## src/rtl/frame_deserializer.sv

```systemverilog
// Deserializes the strobed SPI bit stream into video/audio RAM words and
// swaps the double-banked video frame once a complete video+audio frame lands.
module frame_deserializer #(
  parameter int VID_WORD_W = 8,
  parameter int VID_DEPTH  = 9600,
  parameter int AUD_WORD_W = 16,
  parameter int AUD_DEPTH  = 1024
) (
  input  logic                         CLK_40,
  input  logic                         reset,
  input  logic                         data_clk_rising_edge,
  input  logic                         received_bit,
  input  logic                         video_data_ready,
  input  logic                         audio_data_ready,
  output logic                         vid_wr_en,
  output logic                         vid_wr_bank,
  output logic [$clog2(VID_DEPTH)-1:0] vid_wr_addr,
  output logic [VID_WORD_W-1:0]        vid_wr_data,
  output logic                         aud_wr_en,
  output logic [$clog2(AUD_DEPTH)-1:0] aud_wr_addr,
  output logic [AUD_WORD_W-1:0]        aud_wr_data,
  output logic                         frame_done,
  output logic                         err_partial,
  output logic                         err_short,
  output logic                         err_both
);

  localparam int VA_W = $clog2(VID_DEPTH);
  localparam int AA_W = $clog2(AUD_DEPTH);
  localparam int VC_W = $clog2(VID_WORD_W + 1);
  localparam int AC_W = $clog2(AUD_WORD_W + 1);
  localparam logic [VA_W-1:0] VID_LAST  = VA_W'(VID_DEPTH - 1);
  localparam logic [AA_W-1:0] AUD_LAST  = AA_W'(AUD_DEPTH - 1);
  localparam logic [VC_W-1:0] VID_FINAL = VC_W'(VID_WORD_W - 1);
  localparam logic [AC_W-1:0] AUD_FINAL = AC_W'(AUD_WORD_W - 1);

  // DONE is the single cycle after the last audio write that closes the frame
  typedef enum logic [1:0] {
    IDLE  = 2'd0,
    VIDEO = 2'd1,
    AUDIO = 2'd2,
    DONE  = 2'd3
  } state_t;

  state_t                state_r;
  logic [VID_WORD_W-2:0] vid_sh_r;
  logic [VC_W-1:0]       vid_cnt_r;
  logic [VA_W-1:0]       vid_idx_r;
  logic                  vid_full_r;
  logic [AUD_WORD_W-2:0] aud_sh_r;
  logic [AC_W-1:0]       aud_cnt_r;
  logic [AA_W-1:0]       aud_idx_r;

  logic                  vid_strobe_s;
  logic                  aud_strobe_s;
  logic                  nil_strobe_s;
  logic                  vid_take_s;
  logic                  aud_take_s;
  logic                  vid_word_s;
  logic                  aud_word_s;
  logic                  vid_drop_s;
  logic                  aud_drop_s;
  logic [VID_WORD_W-1:0] vid_next_s;
  logic [AUD_WORD_W-1:0] aud_next_s;

  // Strobe qualification: video wins when both readies are high
  always_comb begin
    vid_strobe_s = data_clk_rising_edge && video_data_ready;
    aud_strobe_s = data_clk_rising_edge && audio_data_ready && !video_data_ready;
    nil_strobe_s = data_clk_rising_edge && !video_data_ready && !audio_data_ready;
    vid_take_s   = vid_strobe_s && ((state_r == IDLE) || (state_r == VIDEO)) && !vid_full_r;
    aud_take_s   = aud_strobe_s && (state_r != DONE);
    vid_word_s   = vid_take_s && (vid_cnt_r == VID_FINAL);
    aud_word_s   = aud_take_s && (aud_cnt_r == AUD_FINAL);
    vid_drop_s   = (state_r == VIDEO) && (aud_strobe_s || nil_strobe_s) && (vid_cnt_r != VC_W'(0));
    aud_drop_s   = (state_r == AUDIO) && nil_strobe_s && (aud_cnt_r != AC_W'(0));
    vid_next_s   = {vid_sh_r, received_bit};
    aud_next_s   = {aud_sh_r, received_bit};
  end

  // Word assembly, RAM write outputs, error flags and frame sequencing
  always_ff @(posedge CLK_40 or negedge reset) begin
    if (!reset) begin
      state_r     <= IDLE;
      vid_sh_r    <= '0;
      vid_cnt_r   <= VC_W'(0);
      vid_idx_r   <= VA_W'(0);
      vid_full_r  <= 1'b0;
      aud_sh_r    <= '0;
      aud_cnt_r   <= AC_W'(0);
      aud_idx_r   <= AA_W'(0);
      vid_wr_en   <= 1'b0;
      vid_wr_bank <= 1'b0;
      vid_wr_addr <= VA_W'(0);
      vid_wr_data <= '0;
      aud_wr_en   <= 1'b0;
      aud_wr_addr <= AA_W'(0);
      aud_wr_data <= '0;
      frame_done  <= 1'b0;
      err_partial <= 1'b0;
      err_short   <= 1'b0;
      err_both    <= 1'b0;
    end else begin
      vid_wr_en  <= 1'b0;
      aud_wr_en  <= 1'b0;
      frame_done <= 1'b0;

      if (data_clk_rising_edge && video_data_ready && audio_data_ready) begin
        err_both <= 1'b1;
      end

      if (vid_take_s) begin
        vid_sh_r <= vid_next_s[VID_WORD_W-2:0];
        if (vid_word_s) begin
          vid_wr_en   <= 1'b1;
          vid_wr_data <= vid_next_s;
          vid_wr_addr <= vid_idx_r;
          vid_cnt_r   <= VC_W'(0);
          if (vid_idx_r == VID_LAST) begin
            vid_idx_r  <= VA_W'(0);
            vid_full_r <= 1'b1;
          end else begin
            vid_idx_r <= vid_idx_r + VA_W'(1);
          end
        end else begin
          vid_cnt_r <= vid_cnt_r + VC_W'(1);
        end
      end else if (vid_drop_s) begin
        err_partial <= 1'b1;
        vid_cnt_r   <= VC_W'(0);
        vid_sh_r    <= '0;
      end

      if (aud_take_s) begin
        aud_sh_r <= aud_next_s[AUD_WORD_W-2:0];
        if (aud_word_s) begin
          aud_wr_en   <= 1'b1;
          aud_wr_data <= aud_next_s;
          aud_wr_addr <= aud_idx_r;
          aud_cnt_r   <= AC_W'(0);
          aud_idx_r   <= aud_idx_r + AA_W'(1);
        end else begin
          aud_cnt_r <= aud_cnt_r + AC_W'(1);
        end
      end else if (aud_drop_s) begin
        err_partial <= 1'b1;
        aud_cnt_r   <= AC_W'(0);
        aud_sh_r    <= '0;
      end

      case (state_r)
        IDLE: begin
          if (vid_strobe_s) begin
            state_r <= VIDEO;
          end else if (aud_strobe_s) begin
            state_r   <= AUDIO;
            err_short <= 1'b1;
          end else begin
            state_r <= IDLE;
          end
        end
        VIDEO: begin
          if (aud_strobe_s) begin
            state_r <= AUDIO;
            if (!vid_full_r) begin
              err_short <= 1'b1;
            end else begin
              err_short <= err_short;
            end
          end else begin
            state_r <= VIDEO;
          end
        end
        AUDIO: begin
          if (aud_word_s && (aud_idx_r == AUD_LAST)) begin
            state_r <= DONE;
          end else begin
            state_r <= AUDIO;
          end
        end
        DONE: begin
          // Only a frame with a full video image may be shown to the display
          state_r     <= IDLE;
          frame_done  <= 1'b1;
          vid_wr_bank <= vid_full_r ? ~vid_wr_bank : vid_wr_bank;
          vid_idx_r   <= VA_W'(0);
          aud_idx_r   <= AA_W'(0);
          vid_cnt_r   <= VC_W'(0);
          aud_cnt_r   <= AC_W'(0);
          vid_full_r  <= 1'b0;
        end
        default: begin
          state_r <= IDLE;
        end
      endcase
    end
  end

endmodule

```

## config.mk

```make
export PLATFORM = sky130hd
export DESIGN_NAME = frame_deserializer
export DESIGN_NICKNAME = d
export VERILOG_FILES = /design/src/rtl/frame_deserializer.sv
export SDC_FILE = /design/constraint.sdc
export NUM_CORES = 1
export LEC_CHECK = 0
export CORE_MARGIN = 2
export CORE_UTILIZATION = 48
export CTS_BUF_LIST = sky130_fd_sc_hd__clkbuf_8
export CTS_CLUSTER_SIZE = 24
export DETAILED_ROUTE_END_ITERATION = 10
export PLACE_DENSITY = 0.72
export SYNTH_ARGS = -nofsm -noshare
export SYNTH_HDL_FRONTEND = slang
export SYNTH_SLANG_ARGS = --single-unit
```

## constraint.sdc

```tcl
create_clock -name CLK_40 -period 1.9 [get_ports CLK_40]
set_input_delay 0.475 -clock CLK_40 [delete_from_list [all_inputs] [get_ports CLK_40]]
set_output_delay 0.475 -clock CLK_40 [all_outputs]
set_load 0.01 [all_outputs]
```

==> reports/summary.md <==
Each instance of the synthesized netlist takes up on average 12.4 µm². Counting flops with a built-in enable in the synthesized netlist gives 0. After legalization and detailed placement, the total HPWL measured 6790 µm. The kind of end point of the critical path is a register. The worst register-to-register path begins at aud_cnt_r[0]$_DFFE_PN0P_. The level count of the clock H-tree was 4; the placeable core area was 9770 µm². Leaving out fill and tap cells, the most frequent cell in the layout is sky130_fd_sc_hd__dfrtp_1. The worst register-to-register path has a setup slack of 10 ps. TritonCTS built the clock tree.

The number of nets in the synthesized netlist is 401. The worst setup path is launched from a register. Including well taps, the total number of placed cells is 602.

TritonCTS created 17 clock buffers. Cell count after synthesis: 389. Setup repair after global routing could not meet its margin everywhere.

The tightest slew margin relative to the limit was 71.1%; the final routed wirelength across all metal layers was 10200 µm. Using the TritonRoute via totals, the vias-per-cell ratio works out to 5.54. The logs give 0 for the number of antenna violations at the first check in global routing and 0 for the final antenna diode count. The worst-case IR drop observed on VDD is 0.000505 V.

During synthesis, Yosys emitted a total of 0 warnings. Across the whole layout, storage elements account for 2830 µm². The run gives 49.3% as the starting utilization of the core area. The final RePlAce weighted congestion is 0.830. At the later pin of the worst-skew pair, clock insertion delay measures 430 ps. Counting I/O delays and the setup requirement, the final critical path takes 1890 ps. The count of final max-slew check failures came out at 0. In the global route stage, overall resource usage came out at 20.3%. The number of standard cells in the final layout excluding fillers is 637, and the post-synthesis to final-layout area growth is 32.9%. Final standard cell utilization of the core: 65.5%. The most used flip-flop cell after synthesis is sky130_fd_sc_hd__dfrtp_1.

The run gives 4 as the total iterations of the first detailed-routing run. The final hold violation count is 0, and the top-level port count is 61. Counting along the longest clock path gives a buffer depth of 2. The fraction of layout cells with a size suffix above 1 is 28.4%, and the total cell area at the placement stage is 5860 µm². Cell at the root of the clock tree: sky130_fd_sc_hd__clkbuf_8. The via total after detailed routing is 3526, and the number of nets in the finished design is 503. Counting cells, the worst reg-to-reg path comes to 5.

For this run, asynchronously set or reset flops after synthesis account for 100%. For the timing-limited maximum frequency, the log shows 530 MHz. The die covers 10900 µm². The die is 104 µm tall. The initial detailed-routing violation count is 118, and the footprint of the multi-input gates is 1940 µm². The last element of the critical path was aud_idx_r[9]$_DFFE_PN0P_. The clock arrives with 9.58 ps of skew. In the routed design, unresolved DRC markers number 0. The class of the tightest hold or removal check is register to register.

The worst-path maximum fanout was 6; the die outline width was 104 µm. The logs give 53 for the number of unique standard cell types used by synthesis and 0 for the count of max-cap constraint violations. Data on the critical path is required at its endpoint by 2270 ps.

Clock tree synthesis found a total of 113 sinks. The first global-routing pass estimated 17700 µm of wire. Entering global routing, the biggest net connects 41 pins.

The clock transition at the registers of the reported paths works out to 70 ps. The synthesized design contains 113 register bits. In the layout the commonest cells are sky130_fd_sc_hd__dfrtp_1 (113), sky130_fd_sc_hd__clkdlybuf4s50_1 (59), sky130_fd_sc_hd__mux2_2 (49). The share of the Yosys chip area taken by registers is 58.7%. The share of the clock period used by the worst path after layout came out at 99.2%. Row generation in the floorplan step produced 36 rows. The logs give 4820 µm² for the cell area after synthesis and 0 for the leftover overflow at the end of global routing.

Final worst slack: 14.9 ps. The number of setup violations in the final report was 0. The finished cells cover 6400 µm².

Prior to clock tree synthesis, the placed netlist has a worst setup slack of -504 ps. Start-to-end type of the worst setup path: register to register. The static leakage power was 2.95 nW; the count of fill cells added during filler insertion was 772. Dividing total power by cell area gives a power density of 985 nW/µm².

The most critical setup path has its startpoint at aud_cnt_r[0]$_DFFE_PN0P_. The slew at the pin closest to its max-slew limit was 428 ps; the via count of the first global-routing pass was 3701. The run finished with clean final reports.

The port buffer count came out at 60. Data arrival time of the critical path: 2260 ps. The mean routed wirelength per cell is 16.0 µm. The number of nets with antenna violations after detailed routing is 0.

The tools report the endpoint of the worst-slack reg-to-reg timing path as aud_idx_r[9]$_DFFE_PN0P_.
layout make-up:
cell class              count  share of cell area (%)
multi-input cells         247                    30.3
repair buffers            103                    15.5
well taps                 133                    2.60
inverters                   9                   0.528
flip-flops and latches    113                    44.2
clock buffers              20                    4.30
clock inverters            12                    2.56
report_power, final:
group	leakage [nW]	internal (mW)	total [mW]	switching, mW
Combinational	1.19	0.469	0.935	0.465
Clock	0.231	1.52	2.48	0.964
Sequential	1.54	2.66	2.89	0.235
Total	2.95	4.64	6.31	1.66
sequential cells by signal (all words and copies together) (netlist names), 2 cells and up:
register / flops
aud_wr_addr: 10
vid_cnt_r: 4
vid_wr_data: 8
state_r: 2
aud_cnt_r: 5
vid_wr_addr: 14
vid_idx_r: 14
aud_idx_r: 10
aud_wr_data: 16
vid_sh_r: 7
aud_sh_r: 15
synth_stat cells (2+ instances only):
library cell	instances	share of area (%)
sky130_fd_sc_hd__o21ai_0	15	1.6
sky130_fd_sc_hd__and3_1	4	0.52
sky130_fd_sc_hd__nor4bb_1	3	0.62
sky130_fd_sc_hd__a31o_2	3	0.55
sky130_fd_sc_hd__nand2b_1	4	0.52
sky130_fd_sc_hd__mux2_2	49	11
sky130_fd_sc_hd__xnor2_1	5	0.91
sky130_fd_sc_hd__nor3_1	7	0.73
sky130_fd_sc_hd__nand4_1	7	0.91
sky130_fd_sc_hd__clkbuf_1	9	0.70
sky130_fd_sc_hd__a22o_1	22	4.0
sky130_fd_sc_hd__nor2_1	13	1.0
sky130_fd_sc_hd__mux2i_1	3	0.62
sky130_fd_sc_hd__nand3b_1	2	0.31
sky130_fd_sc_hd__a21oi_1	14	1.5
sky130_fd_sc_hd__or4_1	2	0.31
sky130_fd_sc_hd__o21a_1	2	0.31
sky130_fd_sc_hd__dfrtp_1	113	59
sky130_fd_sc_hd__a31oi_1	11	1.4
sky130_fd_sc_hd__or3_1	5	0.65
sky130_fd_sc_hd__nor4_1	6	0.78
sky130_fd_sc_hd__inv_1	9	0.70
sky130_fd_sc_hd__nand2_1	22	1.7
sky130_fd_sc_hd__buf_2	10	1.0
sky130_fd_sc_hd__ha_1	6	1.6
sky130_fd_sc_hd__nor3b_1	2	0.31
sky130_fd_sc_hd__nand3_1	15	1.6
metal layers:
metal / wire, µm / track usage [%] / share of wire [%] / vias to the layer above
li1: - / - / - / 1656
met1: 4640 / 26.1 / 45 / 1773
met2: 4920 / 31.9 / 48 / 78
met3: 450 / 5.76 / 4.4 / 19
met4: 196 / 9.75 / 1.9 / 0
met5: 0 / 0 / 0 / -
how the worst min path moves through the flow:
stage | slack [ps] | cells after the start | start | endpoint
after floorplan | 180 | 0 | reset | aud_cnt_r[0]$_DFFE_PN0P_
after global placement | 420 | 1 | reset | vid_wr_addr[9]$_DFFE_PN0P_
after detailed placement | 430 | 1 | reset | vid_wr_addr[9]$_DFFE_PN0P_
after CTS | 490 | 1 | vid_wr_bank$_DFFE_PN0P_ | vid_wr_bank$_DFFE_PN0P_
after global routing | 520 | 1 | vid_wr_bank$_DFFE_PN0P_ | vid_wr_bank$_DFFE_PN0P_
final | 490 | 1 | vid_wr_bank$_DFFE_PN0P_ | vid_wr_bank$_DFFE_PN0P_
stage by stage:
step	hold WS [ps]	TNS (ps)	total power [mW]
6_report	485	0	6.31
5_1_grt	517	-748	6.60
4_1_cts	490	0	6.32
3_5_place_dp	427	-32340	3.81
3_3_place_gp	422	-29800	3.76
2_1_floorplan	179	0	3.38
logic make-up (layout without fill, tap and decap cells):
logic type / count (synthesis) / in the layout / share of synthesized area (%)
compound gates: 79 / 79 / 11.6
flops: 113 / 113 / 58.7
buf+inv: 29 / 144 / 2.52
mux: 52 / 52 / 12.1
fa+ha+maj: 6 / 6 / 1.56
simple gates: 104 / 104 / 12.5
xor+xnor: 6 / 6 / 1.09
worst max-delay path, stage by stage, from the launching register on:
cell,delay (ps)
sky130_fd_sc_hd__dfrtp_1,420
sky130_fd_sc_hd__ha_4,190
sky130_fd_sc_hd__nand4b_4,100
sky130_fd_sc_hd__or4_4,570
sky130_fd_sc_hd__or4_4,430
sky130_fd_sc_hd__a21oi_2,120
what timing repair did:
item | 4_1_cts | 5_1_grt
resized for setup | 2 | 12
hold buffers | 1 | 0
endpoints found under the setup margin | 4 | 53
pin swaps | 0 | 4
buffers inserted | 0 | 1
endpoints found under the hold margin | 23 | 0
cloned | 0 | 1
No activity file was read; power rests on OpenSTA's default activity.
